File: src/rtl/gcm_pkg.sv
// Shared types and constants for the AES-GCM block feeder.
// Word and block geometry plus the feeder state encoding.
package gcm_pkg;

    localparam int GCM_BLOCK_W     = 128;
    localparam int GCM_WORD_W      = 32;
    localparam int WORDS_PER_BLOCK = GCM_BLOCK_W / GCM_WORD_W;

    typedef enum logic [1:0] {
        FILL  = 2'd0,
        ISSUE = 2'd1,
        WAIT  = 2'd2
    } gcm_state_e;

endpackage

File: src/rtl/gcm_word_packer.sv
// Packs a word stream into one block, first word in the leftmost slot.
// A short final word zero-fills the remaining slots; i_clear empties the block.
module gcm_word_packer
    import gcm_pkg::*;
#(
    parameter int WORD_W  = GCM_WORD_W,
    parameter int BLOCK_W = GCM_BLOCK_W
) (
    input  logic               clk,
    input  logic               rst_n,
    input  logic               i_wr,
    input  logic               i_last,
    input  logic               i_clear,
    input  logic [0:WORD_W-1]  i_word,
    output logic [0:BLOCK_W-1] o_block,
    output logic               o_done
);

    localparam int N_SLOTS = BLOCK_W / WORD_W;
    localparam int IDX_W   = $clog2(N_SLOTS);

    logic [IDX_W-1:0]   r_idx;
    logic [0:BLOCK_W-1] r_block;
    logic               w_full;

    assign w_full  = (r_idx == IDX_W'(N_SLOTS - 1));
    assign o_done  = i_wr && (i_last || w_full);
    assign o_block = r_block;

    // Slot index: advances per written word, restarts when a block closes.
    always_ff @(posedge clk or negedge rst_n) begin
        if (!rst_n) begin
            r_idx <= '0;
        end else if (i_clear) begin
            r_idx <= '0;
        end else if (i_wr) begin
            r_idx <= o_done ? '0 : r_idx + 1'b1;
        end
    end

    // Block storage: write current slot, zero every slot after it on i_last.
    always_ff @(posedge clk or negedge rst_n) begin
        if (!rst_n) begin
            r_block <= '0;
        end else if (i_clear) begin
            r_block <= '0;
        end else if (i_wr) begin
            for (int s = 0; s < N_SLOTS; s++) begin
                if (IDX_W'(s) == r_idx) begin
                    r_block[s*WORD_W +: WORD_W] <= i_word;
                end else if (i_last && (IDX_W'(s) > r_idx)) begin
                    r_block[s*WORD_W +: WORD_W] <= '0;
                end
            end
        end
    end

endmodule

File: src/rtl/gcm_block_feeder.sv
// Feeds packed plaintext/passby blocks to the GCM core, one in flight at a time.
// Holds each block until cipher-ready; a watchdog flags a core that never answers.
module gcm_block_feeder
    import gcm_pkg::*;
#(
    parameter int WORD_W   = GCM_WORD_W,
    parameter int BLOCK_W  = GCM_BLOCK_W,
    parameter int MAX_WAIT = 64,
    parameter int CNT_W    = 16
) (
    input  logic               clk,
    input  logic               rst_n,
    input  logic               i_valid,
    output logic               o_ready,
    input  logic [0:WORD_W-1]  i_word,
    input  logic [0:WORD_W-1]  i_passby_word,
    input  logic               i_last,
    output logic               o_new,
    output logic [0:BLOCK_W-1] o_plain_text,
    output logic [0:BLOCK_W-1] o_passby_text,
    input  logic               i_cp_ready,
    output logic               o_busy,
    output logic               o_timeout,
    output logic [CNT_W-1:0]   o_block_count
);

    localparam int WAIT_W = (MAX_WAIT > 2) ? $clog2(MAX_WAIT) : 1;

    gcm_state_e         r_state;
    gcm_state_e         w_next;
    logic               w_fill;
    logic               w_accept;
    logic               w_pt_done;
    logic               w_pb_done;
    logic               w_done;
    logic               w_complete;
    logic               w_expire;
    logic [WAIT_W-1:0]  r_wait;
    logic               r_timeout;
    logic [CNT_W-1:0]   r_count;

    // Readiness is forced low while reset is asserted, not just after it.
    assign w_fill        = (r_state == FILL);
    assign o_ready       = w_fill && rst_n;
    assign w_accept      = i_valid && o_ready;
    assign w_done        = w_pt_done && w_pb_done;
    assign o_timeout     = r_timeout;
    assign o_block_count = r_count;

    gcm_word_packer #(
        .WORD_W  (WORD_W),
        .BLOCK_W (BLOCK_W)
    ) u_pt_packer (
        .clk     (clk),
        .rst_n   (rst_n),
        .i_wr    (w_accept),
        .i_last  (i_last),
        .i_clear (w_complete),
        .i_word  (i_word),
        .o_block (o_plain_text),
        .o_done  (w_pt_done)
    );

    gcm_word_packer #(
        .WORD_W  (WORD_W),
        .BLOCK_W (BLOCK_W)
    ) u_pb_packer (
        .clk     (clk),
        .rst_n   (rst_n),
        .i_wr    (w_accept),
        .i_last  (i_last),
        .i_clear (w_complete),
        .i_word  (i_passby_word),
        .o_block (o_passby_text),
        .o_done  (w_pb_done)
    );

    // State register.
    always_ff @(posedge clk or negedge rst_n) begin
        if (!rst_n) begin
            r_state <= FILL;
        end else begin
            r_state <= w_next;
        end
    end

    // Next state and per-state outputs; cp_ready wins over an expiring watchdog.
    always_comb begin
        w_next     = r_state;
        o_new      = 1'b0;
        o_busy     = 1'b0;
        w_complete = 1'b0;
        w_expire   = 1'b0;
        unique case (r_state)
            FILL: begin
                if (w_done) begin
                    w_next = ISSUE;
                end
            end
            ISSUE: begin
                o_new  = 1'b1;
                w_next = WAIT;
            end
            WAIT: begin
                o_busy = 1'b1;
                if (i_cp_ready) begin
                    w_complete = 1'b1;
                    w_next     = FILL;
                end else if (r_wait == WAIT_W'(MAX_WAIT - 1)) begin
                    w_expire   = 1'b1;
                    w_complete = 1'b1;
                    w_next     = FILL;
                end
            end
            default: begin
                w_next = FILL;
            end
        endcase
    end

    // Watchdog: counts WAIT cycles, idles at zero elsewhere.
    always_ff @(posedge clk or negedge rst_n) begin
        if (!rst_n) begin
            r_wait <= '0;
        end else if (o_busy && !w_complete) begin
            r_wait <= r_wait + 1'b1;
        end else begin
            r_wait <= '0;
        end
    end

    // Sticky timeout flag, cleared only by reset.
    always_ff @(posedge clk or negedge rst_n) begin
        if (!rst_n) begin
            r_timeout <= 1'b0;
        end else if (w_expire) begin
            r_timeout <= 1'b1;
        end
    end

    // Completed-block counter, wraps silently.
    always_ff @(posedge clk or negedge rst_n) begin
        if (!rst_n) begin
            r_count <= '0;
        end else if (w_complete) begin
            r_count <= r_count + 1'b1;
        end
    end

endmodule

File: config.mk
export PLATFORM = sky130hd
export DESIGN_NAME = gcm_block_feeder
export DESIGN_NICKNAME = d
export VERILOG_FILES = /design/src/rtl/gcm_pkg.sv /design/src/rtl/gcm_word_packer.sv /design/src/rtl/gcm_block_feeder.sv
export SDC_FILE = /design/constraint.sdc
export NUM_CORES = 1
export LEC_CHECK = 0
export ABC_AREA = 1
export CAP_MARGIN = 25
export CORE_UTILIZATION = 40
export CTS_CLUSTER_DIAMETER = 120
export DETAILED_ROUTE_END_ITERATION = 10
export MAX_ROUTING_LAYER = met4
export PLACE_DENSITY = 0.67
export SYNTH_ARGS = -nofsm -noshare
export SYNTH_HDL_FRONTEND = slang
export SYNTH_SLANG_ARGS = --single-unit
File: constraint.sdc
create_clock -name clk -period 1.8 [get_ports clk]
set_input_delay 0.45 -clock clk [delete_from_list [all_inputs] [get_ports clk]]
set_output_delay 0.45 -clock clk [all_outputs]
set_load 0.01 [all_outputs]
==> results of run 1 <==
## sequential cells by signal, summed over array words and instances (netlist names)
register	flops
o_block_count	16
o_timeout	1
r_state	2
r_wait	6
u_pb_packer.o_block	128
u_pb_packer.r_idx	2
u_pt_packer.o_block	128
u_pt_packer.r_idx	2
## what timing repair did
action,4_1_cts,5_1_grt
setup buffers,11,1
resized for setup,287,6
hold endpoints to repair,25,0
pin swaps,2,0
setup endpoints to repair,276,121
hold buffers,1,0
## layout make-up
class	count	area, sq um
tap	396	495
inverter	67	258
timing repair buffer	429	4130
fill	2757	13000
sequential	285	7130
clock buffer	37	796
clock inverter	14	228
antenna	1	2.50
multi-input combinational	959	4590
## path summary, 6_finish.rpt
kind                       slack, ns                       end  depth (start not counted)  startpoint
max reg2reg                     0.10  u_pt_packer.o_block[124]                          8   r_wait[0]
min reg2reg                     0.47                 o_timeout                          1   o_timeout
min                             0.16   u_pb_packer.o_block[24]                          3       rst_n
max in group asynchronous       0.88  u_pt_packer.o_block[120]                          3       rst_n
max                             0.05                    o_busy                          4  r_state[0]
min in group clk                0.44   u_pt_packer.o_block[84]                          4       rst_n
## worst reg2reg max path, cell delays in order (launching register included)
cell	delay (ns)
dfrtp_1	0.40
ha_2	0.23
nand3_2	0.12
o21bai_4	0.17
nand2_4	0.13
buf_4	0.18
buf_12	0.15
nand3_1	0.10
o21ai_0	0.10
## cells in the final DEF, fill, tap and decap left out, types with 5 or more instances in the layout
master	count
ha_1	9
nand3_1	169
clkbuf_16	29
inv_2	5
nand4_1	40
clkdlybuf4s50_1	67
buf_12	30
nand2_1	410
bufinv_16	6
xnor2_1	6
o31ai_1	7
dfrtp_1	284
a21oi_1	166
nor2_1	32
o21ai_1	7
o21ai_0	58
o211ai_1	33
clkinv_2	6
buf_4	53
dlygate4sd2_1	273
inv_1	60
## through the flow
stage	TNS (ns)	std cells	utilization, %	hold slack [ns]
after floorplan	0	1421	-	0.154
after global placement	-28.68	2123	54.9	0.261
after detailed placement	-31.01	2123	54.9	0.261
after CTS	0	2186	57.4	0.208
after global routing	-0.0630	2188	57.5	0.215
final	0	2188	57.5	0.162
## logic make-up after synthesis
family	share of synthesized area (%)
simple gates	23.1
flops	56.9
compound gates	11.9
buf+inv	6.61
fa+ha+maj	0.999
xor+xnor	0.559
## per-layer routing
metal	global-route usage [%]	wire [um]	up-vias
li1	-	-	5440
met1	34.9	17500	5661
met2	40.5	19100	470
met3	4.58	2910	94
met4	10.7	1800	0
met5	-	0	-
## report_power, final
group / total, W / switching (W) / leakage, nW / internal (W)
registers: 0.00909 / 0.000990 / 3.83 / 0.00810
logic: 0.00729 / 0.00413 / 4.93 / 0.00316
clock network: 0.00653 / 0.00257 / 0.496 / 0.00396
total: 0.0229 / 0.00768 / 9.26 / 0.0152
==> flow_summary_export.csv, run 1 <==
group,metric,value,unit
run_status,status,"completed",
worst_setup_path,critical_path_class,"register to output port",
logic_synthesis,synth-async-reset-ratio,100,%
worst_setup_path,critPathBufInv,3,
sta,layout_min_cycle_time,1.75,ns
placed_design,gp_congestion,0.856,
worst_setup_path,start_kind,"register",
worst_setup_path,crit_chain,"inv_2, nand2_1, inv_2, buf_2",
global_route,antenna_found_initial,1,
logic_synthesis,synth_area_leaders,"dfrtp_1, nand2_1, nand3_1",
global_route,grt_pass1_vias,11300,
global_route,gr-usage-all-layers,26.4,%
sta,hold_viol_final,0,
global_route,grt_max_degree,138,
floorplanning,fp.dieArea,0.0320,sq mm
worst_setup_path,crit_arrival,1.30,ns
detailed_routing,avgRoutedWirePerCell,18.9,um
sta,setup_violations,0,
clock_tree,cts_tree,"yes",
job,maxCapViolations,0,
detailed_routing,viasPerCell,5.33,
logic_synthesis,synth_most_common_cell,"nand2_1",
floorplanning,row_count,64,
detailed_routing,drtPass1Iterations,5,
layout,fin_area,0.0176,sq mm
logic_synthesis,postSynthAreaPerCell,8.82,sq um
layout,area_growth,40.8,%
placed_design,numPortBuffers,344,
logic_synthesis,ys_types,34,
sta,rsz0062_at_grt,"yes",
worst_setup_path,cp_slowest_cell,"dfrtp_1",
logic_synthesis,synth_nets,1500,
sta,period_share,97.2,%
layout,drive_above_1_share,8.82,%
pwr,power,0.0229,W
sta,fmax,571,MHz
clock_tree,root_buffer,"clkbuf_16",
floorplanning,dieHeight,179,um
layout,fin_nets,1850,
clock_tree,max-clock-path-buffers,3,
worst_setup_path,worstPathRequired,1.35,ns
logic_synthesis,synth_common_cells,"nand2_1, dfrtp_1, nand3_1",
logic_synthesis,synth_edf_count,0,
clock_tree,cts_inserted_buffers,29,
pwr,power.leakage,9.26,nW
detailed_routing,drt_iter0_markers,916,
pwr,ir_drop,0.000767,V
sta,worstMarginPinSlew,0.822,ns
floorplanning,ios,345,
logic_synthesis,syn_inst,1421,
clock_tree,clk_pin_slew,0.06,ns
logic_synthesis,ys_seq_area_share,56.9,%
sta,report.final.slew_viol_count,0,
sta,fin_worst_skew,0.0107,ns
placed_design,pre_cts_slack,-0.218,ns
min_path,min_path_type,"input port to async pin",
logic_synthesis,yosys_warnings,0,
floorplanning,initial_utilization,40.8,%
worst_setup_path,cp_common_cell,"inv_2",
clock_tree,htreeDepth,1,
clock_tree,clk_latency,0.55,ns
global_route,grt_pass1_wl,63800,um
worst_setup_path,endpoint_kind,"output port",
floorplanning,die_w,179,um
logic_synthesis,synth_area,0.0125,sq mm
placed_design,dp_hpwl,28500,um
logic_synthesis,yosys_register_bits,285,
detailed_routing,drc,0,
global_route,grt.overflow.total,0,
logic_synthesis,synth_top_area_cell,"dfrtp_1",
detailed_routing,wirelength,41300,um
detailed_routing,vias,11700,
worst_setup_path,cp_top_family,"flip-flops",
worst_setup_path,crit_path_max_fanout,3,
logic_synthesis,yosysTopAreaCellShare,56.9,%
logic_synthesis,synthFlopType,"dfrtp_1",
clock_tree,cts_num_sinks,285,
detailed_routing,ant_nets,0,
floorplanning,core,0.0307,sq mm
worst_setup_path,critPathMaxStageDelay,0.41,ns
placed_design,dpl-instance-area,0.0168,sq mm
sta,fin_ws,0.0497,ns
pwr,power_density,1300,mW/mm^2
sta,maxSlewHeadroom,45.2,%
(Power assumes the default switching activity.)
==> run 2: changes to the inputs <==
--- a/config.mk
+++ b/config.mk
@@ -12,6 +12,7 @@
 export DETAILED_ROUTE_END_ITERATION = 10
 export MAX_ROUTING_LAYER = met4
 export PLACE_DENSITY = 0.67
+export REMOVE_ABC_BUFFERS = 1
 export SYNTH_ARGS = -nofsm -noshare
 export SYNTH_HDL_FRONTEND = slang
 export SYNTH_SLANG_ARGS = --single-unit
==> run 2 against run 1 <==
Effect of this change: the run now ends with hold timing, setup timing left; total power increased by 0.54%; final cell count increased by 0.59%; sequential power about the same; via count decreased by 0.40%; critical path depth unchanged; largest cell class unchanged; highest routed layer unchanged.
==> flow_summary_export.csv, run 2 (same netlist as run 1, synthesis figures left out) <==
group,metric,value,unit
detailed_routing,drtPass1Iterations,5,
global_route,gr-usage-all-layers,26.3,%
clock_tree,root_buffer,"clkbuf_16",
pwr,ir_drop,0.000811,V
global_route,grt.overflow.total,0,
global_route,grt_pass1_wl,64200,um
detailed_routing,viasPerCell,5.28,
detailed_routing,avgRoutedWirePerCell,18.5,um
worst_setup_path,startpoint,"r_state[0]",
sta,totalNegativeSetupSlack,-0.00228,ns
sta,hold_viol_final,6,
detailed_routing,drt_iter0_markers,958,
min_path,min_path_type,"input port to async pin",
detailed_routing,vias,11600,
global_route,antenna_found_initial,0,
layout,fin_cells,2201,
detailed_routing,drc,0,
sta,rsz0062_at_grt,"yes",
placed_design,numPortBuffers,344,
detailed_routing,ant_nets,0,
floorplanning,ios,345,
layout,layout_commonest_cell,"nand2_1",
clock_tree,clk_latency,0.56,ns
sta,fmax,555,MHz
floorplanning,initial_utilization,40.8,%
detailed_routing,wirelength,40700,um
layout,drive_above_1_share,9.81,%
clock_tree,clk_pin_slew,0.06,ns
global_route,grt_pass1_vias,11400,
sta,maxSlewHeadroom,43.8,%
job,maxCapViolations,0,
run_status,status,"complete, but fails checks",
sta,report.final.slew_viol_count,0,
run_status,violations,"hold timing, setup timing",
layout,fin_nets,1859,
sta,setup_violations,1,
floorplanning,core,0.0307,sq mm
placed_design,place_inst,2132,
sta,layout_min_cycle_time,1.80,ns
sta,period_share,100,%
floorplanning,die_w,179,um
clock_tree,cts_num_sinks,285,
clock_tree,max-clock-path-buffers,3,
clock_tree,cts_inserted_buffers,30,
worst_setup_path,start_kind,"register",
sta,finalHoldWorstSlack,-0.0176,ns
pwr,power_density,1300,mW/mm^2
sta,fin_worst_skew,0.0133,ns
clock_tree,cts_tree,"yes",
floorplanning,row_count,64,
clock_tree,htreeDepth,1,
floorplanning,dieHeight,179,um
global_route,grt_max_degree,150,
worst_setup_path,endpoint_kind,"output port",
layout,most-common-layout-cells,"nand2_1, dfrtp_1, dlygate4sd2_1",
layout,area_growth,42.0,%
placed_design,dp_hpwl,27600,um
placed_design,gp_congestion,0.838,
placed_design,pre_cts_slack,-0.236,ns
worst_setup_path,cp_slowest_cell,"dfrtp_1",
pwr,power.leakage,9.34,nW
worst_setup_path,crit_chain,"nor2_4, nand2_1, inv_2, buf_6",
sta,worstMarginPinSlew,0.843,ns
worst_setup_path,crit_path_max_fanout,2,
worst_setup_path,r2r-start,"u_pb_packer.r_idx[0]",
worst_setup_path,worstPathRequired,1.35,ns
worst_setup_path,crit_arrival,1.35,ns
worst_setup_path,critPathMaxStageDelay,0.41,ns
floorplanning,fp.dieArea,0.0320,sq mm
worst_setup_path,critical_path_class,"register to output port",
sta,fin_ws,-0.00228,ns
==> run 2: path summary, 6_finish.rpt <==
path | endpoint | slack (ns) | depth (start not counted)
max in group asynchronous | u_pb_packer.o_block[55] | 0.93 | 3
hold / removal | u_pb_packer.o_block[118] | -0.02 | 2
setup reg to reg | u_pb_packer.o_block[0] | 0.12 | 6
setup / recovery | o_ready | -0.002 | 4
min in group clk | u_pb_packer.r_idx[1] | 0.38 | 4
hold reg to reg | o_timeout | 0.49 | 1
==> run 2: where the power goes <==
group | total (W) | leakage (nW) | switching, W | internal [W]
registers | 0.00911 | 3.83 | 0.00100 | 0.00811
clock network | 0.00662 | 0.535 | 0.00261 | 0.00401
logic | 0.00730 | 4.97 | 0.00412 | 0.00318
==> run 2: critical path: cells and delay by family, from the launching register on <==
kind / cells / cell delay [ns]
DFF: 1 / 0.41
and+or+nand+nor: 2 / 0.22
buffers and inverters: 2 / 0.18
==> run 2: layer usage <==
layer	track usage [%]	wire length (um)	up-vias
met1	34.0	16900	5655
met4	7.17	906	0
met5	-	0	-
met3	6.32	3700	67
li1	-	-	5467
met2	41.4	19200	429
==> run 2: stage by stage <==
step,power (W),util (%),cell area [sq um]
finish,0.0230,58.0,17800
global route,0.0243,58.0,17800
CTS,0.0232,57.8,17700
detailed placement,0.0177,55.1,16900
global placement,0.0176,55.1,16900
floorplan,0.0123,-,12000
==> run 2: timing repair <==
item / in CTS / in global routing
setup buffers: 8 / 3
endpoints found under the hold margin: 33 / 0
pin swaps: 2 / 1
hold buffers: 1 / 0
endpoints found under the setup margin: 276 / 167
gates resized for setup: 297 / 8
==> run 2: layout make-up <==
type	instances	area [sq um]
tap	396	495
timing repair buffer	437	4210
multi-input combinational	959	4600
clock buffer	45	938
antenna	1	2.50
sequential	285	7140
inverter	67	258
clock inverter	11	136
fill	2756	12900
